`src/rtl/gray_codec_pkg.sv`:
```
// rtl/gray_codec_pkg.sv - shared types, chunk geometry and reference Gray conversions
package gray_codec_pkg;

  typedef enum logic {
    MODE_ENC = 1'b0,
    MODE_DEC = 1'b1
  } mode_e;

  function automatic int chunk_size(input int width, input int stages);
    return (width + stages - 1) / stages;
  endfunction

  // Chunks are taken MSB-first; trailing stages may get an empty chunk (hi < lo).
  function automatic int chunk_hi(input int stage, input int width, input int stages);
    return width - 1 - stage * chunk_size(width, stages);
  endfunction

  function automatic int chunk_lo(input int stage, input int width, input int stages);
    int lo;
    lo = width - (stage + 1) * chunk_size(width, stages);
    return (lo < 0) ? 0 : lo;
  endfunction

  function automatic logic [63:0] bin2gray(input logic [63:0] b);
    return b ^ (b >> 1);
  endfunction

  function automatic logic [63:0] gray2bin(input logic [63:0] g);
    logic [63:0] b;
    b[63] = g[63];
    for (int i = 62; i >= 0; i--) begin
      b[i] = b[i+1] ^ g[i];
    end
    return b;
  endfunction

endpackage

```
`src/rtl/gray_codec_stage.sv`:
```
// rtl/gray_codec_stage.sv - one pipeline register stage: load/advance control and chunk-resolve XOR
// Optional sideband under GRAY_CODEC_PARITY_EN carries the per-beat parity error flag.
module gray_codec_stage
  import gray_codec_pkg::*;
#(
  parameter int WIDTH  = 10,
  parameter int STAGES = 2,
  parameter int IDX    = 0
) (
  input  logic             clk,
  input  logic             rst_n,
  input  logic             up_valid_i,
  input  logic             up_mode_i,
  input  logic [WIDTH-1:0] up_data_i,
`ifdef GRAY_CODEC_PARITY_EN
  input  logic             up_perr_i,
  output logic             perr_o,
`endif
  input  logic             dn_ready_i,
  output logic             valid_o,
  output logic             mode_o,
  output logic [WIDTH-1:0] data_o
);

  localparam int HI = chunk_hi(IDX, WIDTH, STAGES);
  localparam int LO = chunk_lo(IDX, WIDTH, STAGES);

  logic             valid_q, valid_d;
  logic             mode_q, mode_d;
  logic [WIDTH-1:0] data_q, data_d;
  logic [WIDTH-1:0] res_data;
  logic             prefix;
  logic             load;

  // The running prefix is the lowest binary bit already resolved upstream.
  if (IDX == 0 || HI < 0) begin : g_prefix_zero
    assign prefix = 1'b0;
  end else begin : g_prefix_carry
    assign prefix = up_data_i[HI+1];
  end

  always_comb begin
    logic pre;
    res_data = up_data_i;
    pre      = prefix;
    if (IDX == 0 && up_mode_i == MODE_ENC) begin
      res_data = up_data_i ^ (up_data_i >> 1);
    end
    if (up_mode_i == MODE_DEC) begin
      for (int i = WIDTH - 1; i >= 0; i--) begin
        if (i <= HI && i >= LO) begin
          pre         = pre ^ up_data_i[i];
          res_data[i] = pre;
        end
      end
    end
  end

  assign load = !valid_q || dn_ready_i;

  always_comb begin
    valid_d = valid_q;
    mode_d  = mode_q;
    data_d  = data_q;
    if (load) begin
      valid_d = up_valid_i;
      if (up_valid_i) begin
        mode_d = up_mode_i;
        data_d = res_data;
      end
    end
  end

  always_ff @(posedge clk or negedge rst_n) begin
    if (!rst_n) begin
      valid_q <= 1'b0;
      mode_q  <= 1'b0;
      data_q  <= '0;
    end else begin
      valid_q <= valid_d;
      mode_q  <= mode_d;
      data_q  <= data_d;
    end
  end

`ifdef GRAY_CODEC_PARITY_EN
  logic perr_q, perr_d;

  always_comb begin
    perr_d = perr_q;
    if (load && up_valid_i) begin
      perr_d = up_perr_i;
    end
  end

  always_ff @(posedge clk or negedge rst_n) begin
    if (!rst_n) begin
      perr_q <= 1'b0;
    end else begin
      perr_q <= perr_d;
    end
  end

  assign perr_o = perr_q;
`endif

  assign valid_o = valid_q;
  assign mode_o  = mode_q;
  assign data_o  = data_q;

endmodule

```
`src/rtl/gray_codec_pipe.sv`:
```
// rtl/gray_codec_pipe.sv - pipelined binary/Gray encode/decode with valid/ready backpressure
// Optional parity check/report ports are enabled by defining GRAY_CODEC_PARITY_EN.
module gray_codec_pipe
  import gray_codec_pkg::*;
#(
  parameter int WIDTH  = 10,
  parameter int STAGES = 2
) (
  input  logic             clk,
  input  logic             rst_n,
  input  logic             in_valid,
  output logic             in_ready,
  input  logic             in_mode,
  input  logic [WIDTH-1:0] in_data,
  output logic             out_valid,
  input  logic             out_ready,
  output logic             out_mode,
  output logic [WIDTH-1:0] out_data,
`ifdef GRAY_CODEC_PARITY_EN
  input  logic             in_parity_chk,
  output logic             out_parity,
  output logic             par_err,
`endif
  output logic             busy
);

  // Index 0 is the input port; index k+1 is the output of stage k.
  logic [STAGES:0] v_w;
  logic [STAGES:0] m_w;
  logic [WIDTH-1:0] d_w [STAGES+1];
  logic [STAGES:0] rdy;

  assign v_w[0] = in_valid;
  assign m_w[0] = in_mode;
  assign d_w[0] = in_data;

  // rdy[k] is the load condition of stage k; it collapses bubbles back to the input.
  always_comb begin
    rdy         = '0;
    rdy[STAGES] = out_ready;
    for (int k = STAGES - 1; k >= 0; k--) begin
      rdy[k] = !v_w[k+1] || rdy[k+1];
    end
  end

`ifdef GRAY_CODEC_PARITY_EN
  logic [STAGES:0] e_w;
  logic            par_err_q, par_err_d;

  assign e_w[0] = (in_mode == MODE_DEC) && ((^in_data) != in_parity_chk);
`endif

  for (genvar k = 0; k < STAGES; k++) begin : g_stage
    gray_codec_stage #(
      .WIDTH (WIDTH),
      .STAGES(STAGES),
      .IDX   (k)
    ) u_stage (
      .clk       (clk),
      .rst_n     (rst_n),
      .up_valid_i(v_w[k]),
      .up_mode_i (m_w[k]),
      .up_data_i (d_w[k]),
`ifdef GRAY_CODEC_PARITY_EN
      .up_perr_i (e_w[k]),
      .perr_o    (e_w[k+1]),
`endif
      .dn_ready_i(rdy[k+1]),
      .valid_o   (v_w[k+1]),
      .mode_o    (m_w[k+1]),
      .data_o    (d_w[k+1])
    );
  end

  assign in_ready  = rdy[0];
  assign out_valid = v_w[STAGES];
  assign out_mode  = m_w[STAGES];
  assign out_data  = d_w[STAGES];
  assign busy      = |v_w[STAGES:1];

`ifdef GRAY_CODEC_PARITY_EN
  always_comb begin
    par_err_d = par_err_q;
    if (out_valid && out_ready && e_w[STAGES]) begin
      par_err_d = 1'b1;
    end
  end

  always_ff @(posedge clk or negedge rst_n) begin
    if (!rst_n) begin
      par_err_q <= 1'b0;
    end else begin
      par_err_q <= par_err_d;
    end
  end

  assign par_err    = par_err_q;
  assign out_parity = ^out_data;
`endif

endmodule

```
`config.mk`:
```
export PLATFORM = sky130hd
export DESIGN_NAME = gray_codec_pipe
export DESIGN_NICKNAME = d
export VERILOG_FILES = /design/src/rtl/gray_codec_pkg.sv /design/src/rtl/gray_codec_stage.sv /design/src/rtl/gray_codec_pipe.sv
export SDC_FILE = /design/constraint.sdc
export NUM_CORES = 1
export LEC_CHECK = 0
export ABC_AREA = 1
export CORE_ASPECT_RATIO = 0.75
export CORE_UTILIZATION = 49
export DETAILED_ROUTE_END_ITERATION = 10
export GPL_TIMING_DRIVEN = 0
export PLACE_DENSITY_LB_ADDON = 0.05
export SLEW_MARGIN = 20
export SYNTH_ARGS = -nofsm -noshare
export SYNTH_HDL_FRONTEND = slang
export SYNTH_SLANG_ARGS = --single-unit
```
`constraint.sdc`:
```
create_clock -name clk -period 1.6 [get_ports clk]
set_clock_uncertainty 0.15 [all_clocks]
set_input_delay 0.16 -clock clk [delete_from_list [all_inputs] [get_ports clk]]
set_output_delay 0.16 -clock clk [all_outputs]
set_load 0.01 [all_outputs]
```
==> results.ini, run 1 <==
[logic_synthesis]
seq_area_frac_synth_pct=46.8
synth_area_leaders=dfrtp_1 (47%), nand2_1 (13%), buf_4 (5.9%), xor2_1 (5.5%), nand3_1 (5.1%)
synth_edf_count=0
synth_common_cells=nand2_1 (46), dfrtp_1 (24), nand3_1 (13)
synth_top_area_share_pct=46.8
syn_inst=156
synth_ff_type=dfrtp_1
syn-num-nets=171
yosys.area.top_type=dfrtp_1
syn_area_mm2=0.00128
ys_warn_count=0
synth.avg_cell_area_um2=8.22
synth.distinct_cells=21
ys_ff_latch=24
yosysMostFrequentCell=nand2_1
async_reset_ff_share_pct=100

[floorplanning]
num_rows=15
die_h_um=46.3
coreArea_mm2=0.00238
chipWidth_um=61.1
initial_utilization_pct=53.8
io_pins=29
dieArea_mm2=0.00283

[grt]
antenna_found_initial=0
grt_pass1_vias=922
grt_start_max_net_pins=25
grt_usage_pct=19.9
grt_pass1_wl_mm=3.97
grt_overflow=0

[route]
route.detailed.drc=0
dr.pass1.iters=4
num_vias=1072
drt-wirelength-per-cell_um=11.2
wirelength_mm=2.49
via_per_inst=4.81
detail-route-antenna-nets=0
drt_iter0_drc=33

[clock_tree]
cts_tree=built
cts_sinks=24
clkTransAtPathRegs_ps=130
root_buffer=clkbuf_4
clk_latency_ps=310
cts.path.max_buffers=2
cts_made_buffers=3
htreeDepth=1

[job]
maxCapViolations=0

[setup_path]
cp-end-kind=output port
critPathArrivalTime_ps=1210
ff2ff_path_depth=10
crit_chain=clkdlybuf4s50_1
critPathMaxFanout=2
slowest_delay_ps=530
r2r_end=g_stage[1].u_stage.data_o[0]
r2r-start=g_stage[0].u_stage.data_o[4]
startpoint_type=flop
crit_slowest_cell=clkdlybuf4s50_1
reg2reg_slack_ps=130
worstSetupPathType=flop to output port
crit_family=buffers and inverters
worstPathBufferInverterCount=1
worstPathRequired_ps=1290

[sta]
timing.final.crit_share_pct=95.0
max_clock_freq_mhz=658
finalCriticalPeriod_ps=1520
final-setup-viol-count=0
maxSlewViolCount=0
relSlewSlack_pct=65.0
tns_ps=0
hold_viol_final=0
rsz0062_at_grt=false
worst_slew_pin_slew_ps=525
fin_ws_ps=79.7

[finish]
nNetsFinal=206
layout-drive-gt1-share_pct=16.9
syn2layout_area_growth_pct=26.3
post-route-util_pct=68.0
antenna_cells=0
stdcell_count=223

[place]
gp_congestion=0.755
pre_cts_slack_ps=-106
io_buffer_count=28
dp_cells=218
hpwl_mm=1.93

[power]
powerDensity_mw_per_mm2=1200
pwr-share-comb_pct=41.9
leakage_nw=0.819
swShare_pct=34.5
p_sw_w=0.000669
peakVddDrop_uv=565
p_int_w=0.00127
power_frac_seq_pct=44.6
clkPwrFrac_pct=13.5
p_total_w=0.00194

[run_status]
status=finished clean

[min_path]
hp-class=input port to asynchronous set/reset pin

==> through the flow <==
stage | hold slack [ps] | area (um^2)
CTS | 284 | 1620
floorplan | -286 | 1280
finish | 192 | 1620
global route | 244 | 1620
detailed placement | 316 | 1610
global placement | 315 | 1610
==> sequential cells by signal, indices dropped and copies added, names as in the netlist <==
register,count
g_stage.u_stage.valid_o,2
g_stage.u_stage.data_o,20
g_stage.u_stage.mode_o,2
==> timing repair <==
action,in CTS,in global routing
hold buffers,0,1
setup endpoints to repair,13,1
pin swaps,0,0
setup buffers,1,0
hold endpoints to repair,0,24
gates resized for setup,14,1
==> layout make-up <==
class	count	area, um^2
flip-flops and latches	24	601
fillers	224	763
clock buffers	3	22.5
well taps	34	42.5
repair buffers	30	273
plain buffers	13	90.1
multi-input cells	102	528
inverters	17	63.8
==> per-layer routing <==
metal | up-vias | track usage (%) | part of all wire [%]
li1 | 565 | - | -
met2 | 25 | 34.1 | 47
met3 | 2 | 5.06 | 3.6
met1 | 480 | 25.6 | 48
met5 | - | 0 | 0
met4 | 0 | 4.09 | 0.60
==> layout by cell type, fill, tap and decap left out, types with 3 or more instances in the layout <==
| cell | synthesis | routed |
|---|---|---|
| dfrtp_1 | 24 | 24 |
| o21ai_0 | 5 | 5 |
| inv_1 | 12 | 12 |
| buf_4 | 10 | 11 |
| nand3_1 | 13 | 13 |
| a21oi_1 | 3 | 3 |
| xor2_1 | 8 | 8 |
| buf_2 | 3 | 4 |
| o21ai_1 | 10 | 10 |
| clkbuf_4 | 0 | 3 |
| dlygate4sd2_1 | 0 | 12 |
| nand3_2 | 5 | 5 |
| clkdlybuf4s50_1 | 0 | 14 |
| nand2_1 | 46 | 46 |
| inv_2 | 5 | 5 |
==> worst max-delay path by stage <==
stage          slack, ps                      endpoint                    startpoint  cells after the start
3_3_place_gp         -40  g_stage[0].u_stage.data_o[5]                    in_data[9]                      9
5_1_grt               20  g_stage[1].u_stage.data_o[0]  g_stage[0].u_stage.data_o[4]                     10
3_5_place_dp        -110  g_stage[0].u_stage.data_o[5]                    in_data[8]                      9
6_report              80                      out_mode     g_stage[1].u_stage.mode_o                      1
4_1_cts               20                          busy    g_stage[1].u_stage.valid_o                      2
2_1_floorplan        280  g_stage[1].u_stage.data_o[0]  g_stage[0].u_stage.data_o[5]                     10
==> power groups by stage <==
stage	registers [W]	clock network, W	logic [W]
6_report	0.000866	0.000262	0.000814
3_3_place_gp	0.000872	0	0.000860
4_1_cts	0.000865	0.000273	0.000826
5_1_grt	0.000890	0.000287	0.000912
3_5_place_dp	0.000880	0	0.000884
2_1_floorplan	0.000863	0	0.000534
==> cell families after synthesis <==
logic type	after synthesis	synth area share, %
AO/OA/AOI/OAI	23	9.85
XOR/XNOR	10	6.83
buffers and inverters	30	12.0
flip-flops	24	46.8
AND/OR/NAND/NOR	69	24.5
Power figures use the tool's default switching activity.
==> inputs of run 2 (changes only) <==
- CORE_UTILIZATION: 49 -> 34
- SKIP_CTS_REPAIR_TIMING: unset -> 1
- SKIP_LAST_GASP: unset -> 1
==> results.ini, run 2 (synthesis gave the netlist of run 1 again) <==
[run_status]
status=finished clean  ; unchanged

[grt]
grt_usage_pct=14.2  ; was 19.9%
grt_overflow=0  ; unchanged
antenna_found_initial=0  ; unchanged
grt_pass1_wl_mm=4.15  ; was 3.97 mm
grt_start_max_net_pins=25  ; unchanged
grt_pass1_vias=913  ; was 922

[setup_path]
startpoint_type=flop  ; unchanged
worstPathRequired_ps=1290  ; about the same
worstSetupPathType=flop to output port  ; unchanged
crit_slowest_cell=clkdlybuf4s50_1  ; unchanged
reg2reg_slack_ps=160  ; was 130 ps
crit_chain=buf_4 > clkdlybuf4s50_1  ; was clkdlybuf4s50_1
cp-end-kind=output port  ; unchanged
r2r_end=g_stage[1].u_stage.data_o[0]  ; unchanged
critPathMaxFanout=2  ; unchanged
r2r-start=g_stage[0].u_stage.data_o[5]  ; was g_stage[0].u_stage.data_o[4]
slowest_delay_ps=520  ; was 530 ps
ff2ff_path_depth=10  ; unchanged
cp-endpoint=out_data[3]  ; was out_mode
critPathArrivalTime_ps=1250  ; was 1210 ps
startpoint=g_stage[1].u_stage.data_o[3]  ; was g_stage[1].u_stage.mode_o

[floorplanning]
initial_utilization_pct=37.2  ; was 53.8%
die_h_um=55.2  ; was 46.3 um
num_rows=18  ; was 15
chipWidth_um=72.9  ; was 61.1 um
io_pins=29  ; unchanged
coreArea_mm2=0.00345  ; was 0.00238 mm^2
dieArea_mm2=0.00402  ; was 0.00283 mm^2

[route]
num_vias=1074  ; was 1072
drt-wirelength-per-cell_um=10.4  ; was 11.2 um
wirelength_mm=2.49  ; unchanged
route.detailed.drc=0  ; unchanged
dr.pass1.iters=4  ; unchanged
via_per_inst=4.48  ; was 4.81
drt_iter0_drc=71  ; was 33
detail-route-antenna-nets=0  ; unchanged

[finish]
layout_commonest_cell=nand2_1  ; unchanged
multi_input_area_um2=528  ; unchanged
layout-drive-gt1-share_pct=16.8  ; was 16.9%
mostFrequentLayoutCells=nand2_1 (46), dfrtp_1 (24), clkdlybuf4s50_1 (22), nand3_1 (13), inv_1 (12)  ; was nand2_1 (46), dfrtp_1 (24), clkdlybuf4s50_1 (14), nand3_1 (13)
seq_area_um2=601  ; unchanged
largest_reg_flops=20  ; unchanged
syn2layout_area_growth_pct=33.0  ; was 26.3%
stdcell_count=240  ; was 223
num-fill-cells=337  ; was 224
antenna_cells=0  ; unchanged
nNetsFinal=206  ; unchanged

[sta]
worst_slew_pin_slew_ps=528  ; was 525 ps
relSlewSlack_pct=64.8  ; was 65.0%
final-setup-viol-count=0  ; unchanged
max_clock_freq_mhz=642  ; was 658 MHz
finalCriticalPeriod_ps=1560  ; was 1520 ps
fin_ws_ps=42.5  ; was 79.7 ps
timing.final.crit_share_pct=97.3  ; was 95.0%
hold_viol_final=0  ; unchanged
maxSlewViolCount=0  ; unchanged

[clock_tree]
cts_tree=built  ; unchanged
clkTransAtPathRegs_ps=80  ; was 130 ps
cts_sinks=24  ; unchanged
root_buffer=clkbuf_8  ; was clkbuf_4
cts_made_buffers=3  ; unchanged
clk_latency_ps=260  ; was 310 ps
cts.path.max_buffers=2  ; unchanged
htreeDepth=1  ; unchanged

[power]
p_int_w=0.00147  ; was 0.00127 W
pwr-share-comb_pct=40.8  ; was 41.9%
clkPwrFrac_pct=18.7  ; was 13.5%
powerDensity_mw_per_mm2=1260  ; was 1200 mW/mm^2
leakage_nw=0.848  ; was 0.819 nW
p_sw_w=0.000679  ; was 0.000669 W
swShare_pct=31.6  ; was 34.5%
peakVddDrop_uv=423  ; was 565 uV
power_frac_seq_pct=40.5  ; was 44.6%

[place]
dp_cells=234  ; was 218
hpwl_mm=1.93  ; unchanged
gp_congestion=0.787  ; was 0.755
pre_cts_slack_ps=-138  ; was -106 ps
io_buffer_count=28  ; unchanged

[job]
maxCapViolations=0  ; unchanged

[min_path]
hp-class=input port to asynchronous set/reset pin  ; unchanged

==> run 2: worst min path at each step <==
stage	end	slack (ps)	cells past startpoint
after floorplan	g_stage[0].u_stage.data_o[0]	-290	0
final	g_stage[1].u_stage.data_o[7]	250	2
after global routing	g_stage[1].u_stage.data_o[8]	320	2
after global placement	g_stage[1].u_stage.mode_o	310	2
after CTS	g_stage[1].u_stage.data_o[7]	340	2
after detailed placement	g_stage[1].u_stage.data_o[7]	320	2
==> run 2: area by class of cell <==
| type | instances | share of cell area, % |
|---|---|---|
| Timing Repair Buffer | 30 | 17.9 |
| Buffer | 13 | 5.28 |
| Multi-Input combinational cell | 102 | 31.0 |
| Tap cell | 50 | 3.67 |
| Clock buffer | 4 | 3.23 |
| Inverter | 17 | 3.74 |
| Sequential cell | 24 | 35.2 |
==> run 2: routing by layer <==
metal	global-route usage (%)	vias up	part of all wire [%]
met4	4.90	0	0.92
met3	4.35	4	6.1
met5	0	-	0
li1	-	557	-
met2	21.8	29	42
met1	19.1	484	51
==> run 2: worst max-delay path, delay by kind of cell (launching register included) <==
kind,cells,cell delay (ps)
DFF,1,360
buffers and inverters,2,620
==> run 2: power by group through the flow <==
stage	registers (W)	logic, W	clock network (W)
after floorplan	0.000863	0.000534	0
after global placement	0.000876	0.000870	0
after detailed placement	0.000885	0.000880	0
after CTS	0.000873	0.000883	0.000418
after global routing	0.000894	0.000974	0.000445
final	0.000870	0.000878	0.000403
==> run 2: per-stage QoR <==
stage	power, W	utilization [%]	hold slack (ps)	cell area [um^2]	setup TNS, ps
detailed placement	0.00176	47.2	319	1630	-1110
global route	0.00231	49.5	322	1710	-6.93
floorplan	0.00140	-	-286	1280	0
finish	0.00215	49.5	248	1710	0
CTS	0.00217	48.8	341	1680	-224
global placement	0.00175	47.2	314	1630	-1900
==> inputs of run 3 (changes only) <==
- CORE_UTILIZATION: 34 -> 49
- RECOVER_POWER: unset -> 25
==> results.ini, run 3 (synthesis gave the netlist of run 1 again) <==
[sta]
fin_hold_ws_ps=214  ; was 248 ps
maxSlewViolCount=0  ; unchanged
timing.final.crit_share_pct=95.4  ; was 97.3%
max_clock_freq_mhz=655  ; was 642 MHz
hold_viol_final=0  ; unchanged
rsz0062_at_grt=false
worst_slew_pin_slew_ps=598  ; was 528 ps
tns_ps=0  ; unchanged
relSlewSlack_pct=60.1  ; was 64.8%
final-setup-viol-count=0  ; unchanged
finalCriticalPeriod_ps=1530  ; was 1560 ps

[floorplanning]
chipWidth_um=61.1  ; was 72.9 um
coreArea_mm2=0.00238  ; was 0.00345 mm^2
dieArea_mm2=0.00283  ; was 0.00402 mm^2
num_rows=15  ; was 18
initial_utilization_pct=53.8  ; was 37.2%
io_pins=29  ; unchanged
die_h_um=46.3  ; was 55.2 um

[power]
powerDensity_mw_per_mm2=1200  ; was 1260 mW/mm^2
leakage_nw=0.936  ; was 0.848 nW
p_total_w=0.00203  ; was 0.00215 W
peakVddDrop_uv=573  ; was 423 uV

[grt]
grt_pass1_wl_mm=4.00  ; was 4.15 mm
met3_usage_pct=5.06  ; was 4.35%
grt_start_max_net_pins=25  ; unchanged
use_met2_pct=34.3  ; was 21.8%
grt_pass1_vias=929  ; was 913
antenna_found_initial=0  ; unchanged
busiest_layer=met2  ; unchanged
grt_usage_pct=20.0  ; was 14.2%
grt_overflow=0  ; unchanged
grt_use_met1_pct=25.8  ; was 19.1%

[finish]
syn2layout_area_growth_pct=31.6  ; was 33.0%
post-route-util_pct=70.8  ; was 49.5%
layout-drive-gt1-share_pct=17.3  ; was 16.8%
num-fill-cells=210  ; was 337
stdcell_count=225  ; was 240
antenna_cells=0  ; unchanged
layout_commonest_cell=nand2_1  ; unchanged
largest_reg_flops=20  ; unchanged
mostFrequentLayoutCells=nand2_1 (46), dfrtp_1 (24), clkdlybuf4s50_1 (14)  ; was nand2_1 (46), dfrtp_1 (24), clkdlybuf4s50_1 (22), nand3_1 (13), inv_1 (12)
nNetsFinal=208  ; was 206

[setup_path]
reg2reg_slack_ps=120  ; was 160 ps
crit_slowest_cell=clkdlybuf4s50_1  ; unchanged
slowest_delay_ps=530  ; was 520 ps
worstPathRequired_ps=1290  ; about the same
critPathArrivalTime_ps=1220  ; was 1250 ps
ff2ff_path_depth=10  ; unchanged
r2r_end=g_stage[1].u_stage.data_o[0]  ; unchanged
crit_family=buffers and inverters  ; unchanged
crit_cells=1  ; was 2
worstSetupPathType=flop to output port  ; unchanged
crit_chain=clkdlybuf4s50_1  ; was buf_4 > clkdlybuf4s50_1
cp-end-kind=output port  ; unchanged
critPathMaxFanout=2  ; unchanged
startpoint=g_stage[1].u_stage.mode_o  ; was g_stage[1].u_stage.data_o[3]
startpoint_type=flop  ; unchanged
worstPathBufferInverterCount=1  ; was 2
cp-endpoint=out_mode  ; was out_data[3]
r2r-start=g_stage[0].u_stage.data_o[4]  ; was g_stage[0].u_stage.data_o[5]

[clock_tree]
root_buffer=clkbuf_4  ; was clkbuf_8
cts_made_buffers=3  ; unchanged
cts_sinks=24  ; unchanged
cts_tree=built  ; unchanged
htreeDepth=1  ; unchanged
clk_latency_ps=310  ; was 260 ps
clkTransAtPathRegs_ps=130  ; was 80 ps
cts.path.max_buffers=2  ; unchanged

[route]
wirelength_mm=2.64  ; was 2.49 mm
drt_iter0_drc=43  ; was 71
dr.pass1.iters=4  ; unchanged
drt-wirelength-per-cell_um=11.7  ; was 10.4 um
route.detailed.drc=0  ; unchanged
via_per_inst=4.88  ; was 4.48
detail-route-antenna-nets=0  ; unchanged
num_vias=1097  ; was 1074

[place]
dp_cells=218  ; was 234
gp_congestion=0.755  ; was 0.787
io_buffer_count=28  ; unchanged
hpwl_mm=1.93  ; unchanged

[job]
maxCapViolations=0  ; unchanged

[run_status]
status=finished clean  ; unchanged

[min_path]
hp-class=input port to asynchronous set/reset pin  ; unchanged

[run 3: changes by cell type in the layout (fill, tap and decap cells not counted)]
| cell | previous run | this run |
|---|---|---|
| clkdlybuf4s50_1 | 22 | 14 |
| dlymetal6s2s_1 | 5 | 13 |
| clkbuf_4 | 0 | 3 |
| buf_2 | 4 | 3 |
| clkbuf_2 | 0 | 1 |
| buf_4 | 11 | 13 |
| clkbuf_8 | 4 | 0 |
[run 3: how the worst min path moves through the flow]
| stage | startpoint | to | slack (ps) | cells after the start |
|---|---|---|---|---|
| 2_1_floorplan | rst_n | g_stage[0].u_stage.data_o[0] | -290 | 0 |
| 3_3_place_gp | g_stage[1].u_stage.data_o[0] | g_stage[1].u_stage.data_o[0] | 320 | 2 |
| 3_5_place_dp | g_stage[1].u_stage.data_o[0] | g_stage[1].u_stage.data_o[0] | 320 | 2 |
| 4_1_cts | rst_n | g_stage[1].u_stage.valid_o | 280 | 1 |
| 5_1_grt | rst_n | g_stage[1].u_stage.valid_o | 280 | 2 |
| 6_report | rst_n | g_stage[1].u_stage.valid_o | 210 | 2 |
[run 3: routing by layer]
metal,vias to the layer above,share of wire [%]
met5,-,0
met4,0,0.61
met3,2,3.5
met2,23,49
met1,505,47
li1,567,-
[run 3: area by class of cell]
cell class / instances / area (um^2) / share of cell area (%)
Buffer: 13 / 90.1 / 5.34
Clock buffer: 3 / 22.5 / 1.33
Inverter: 17 / 63.8 / 3.78
Multi-Input combinational cell: 102 / 528 / 31.3
Sequential cell: 24 / 601 / 35.6
Tap cell: 34 / 42.5 / 2.52
Timing Repair Buffer: 32 / 340 / 20.2
[run 3: per-stage QoR]
step	cell area (um^2)	setup slack, ps
after floorplan	1280	284
after global placement	1610	-41.0
after detailed placement	1610	-106
after CTS	1630	-231
after global routing	1690	24.4
final	1690	74.4
[run 3: power breakdown]
group	internal (W)	switching (W)	total [W]
Sequential	0.000763	0.000104	0.000867
Clock	0.0000881	0.000175	0.000263
Combinational	0.000490	0.000407	0.000898
Total	0.00134	0.000687	0.00203
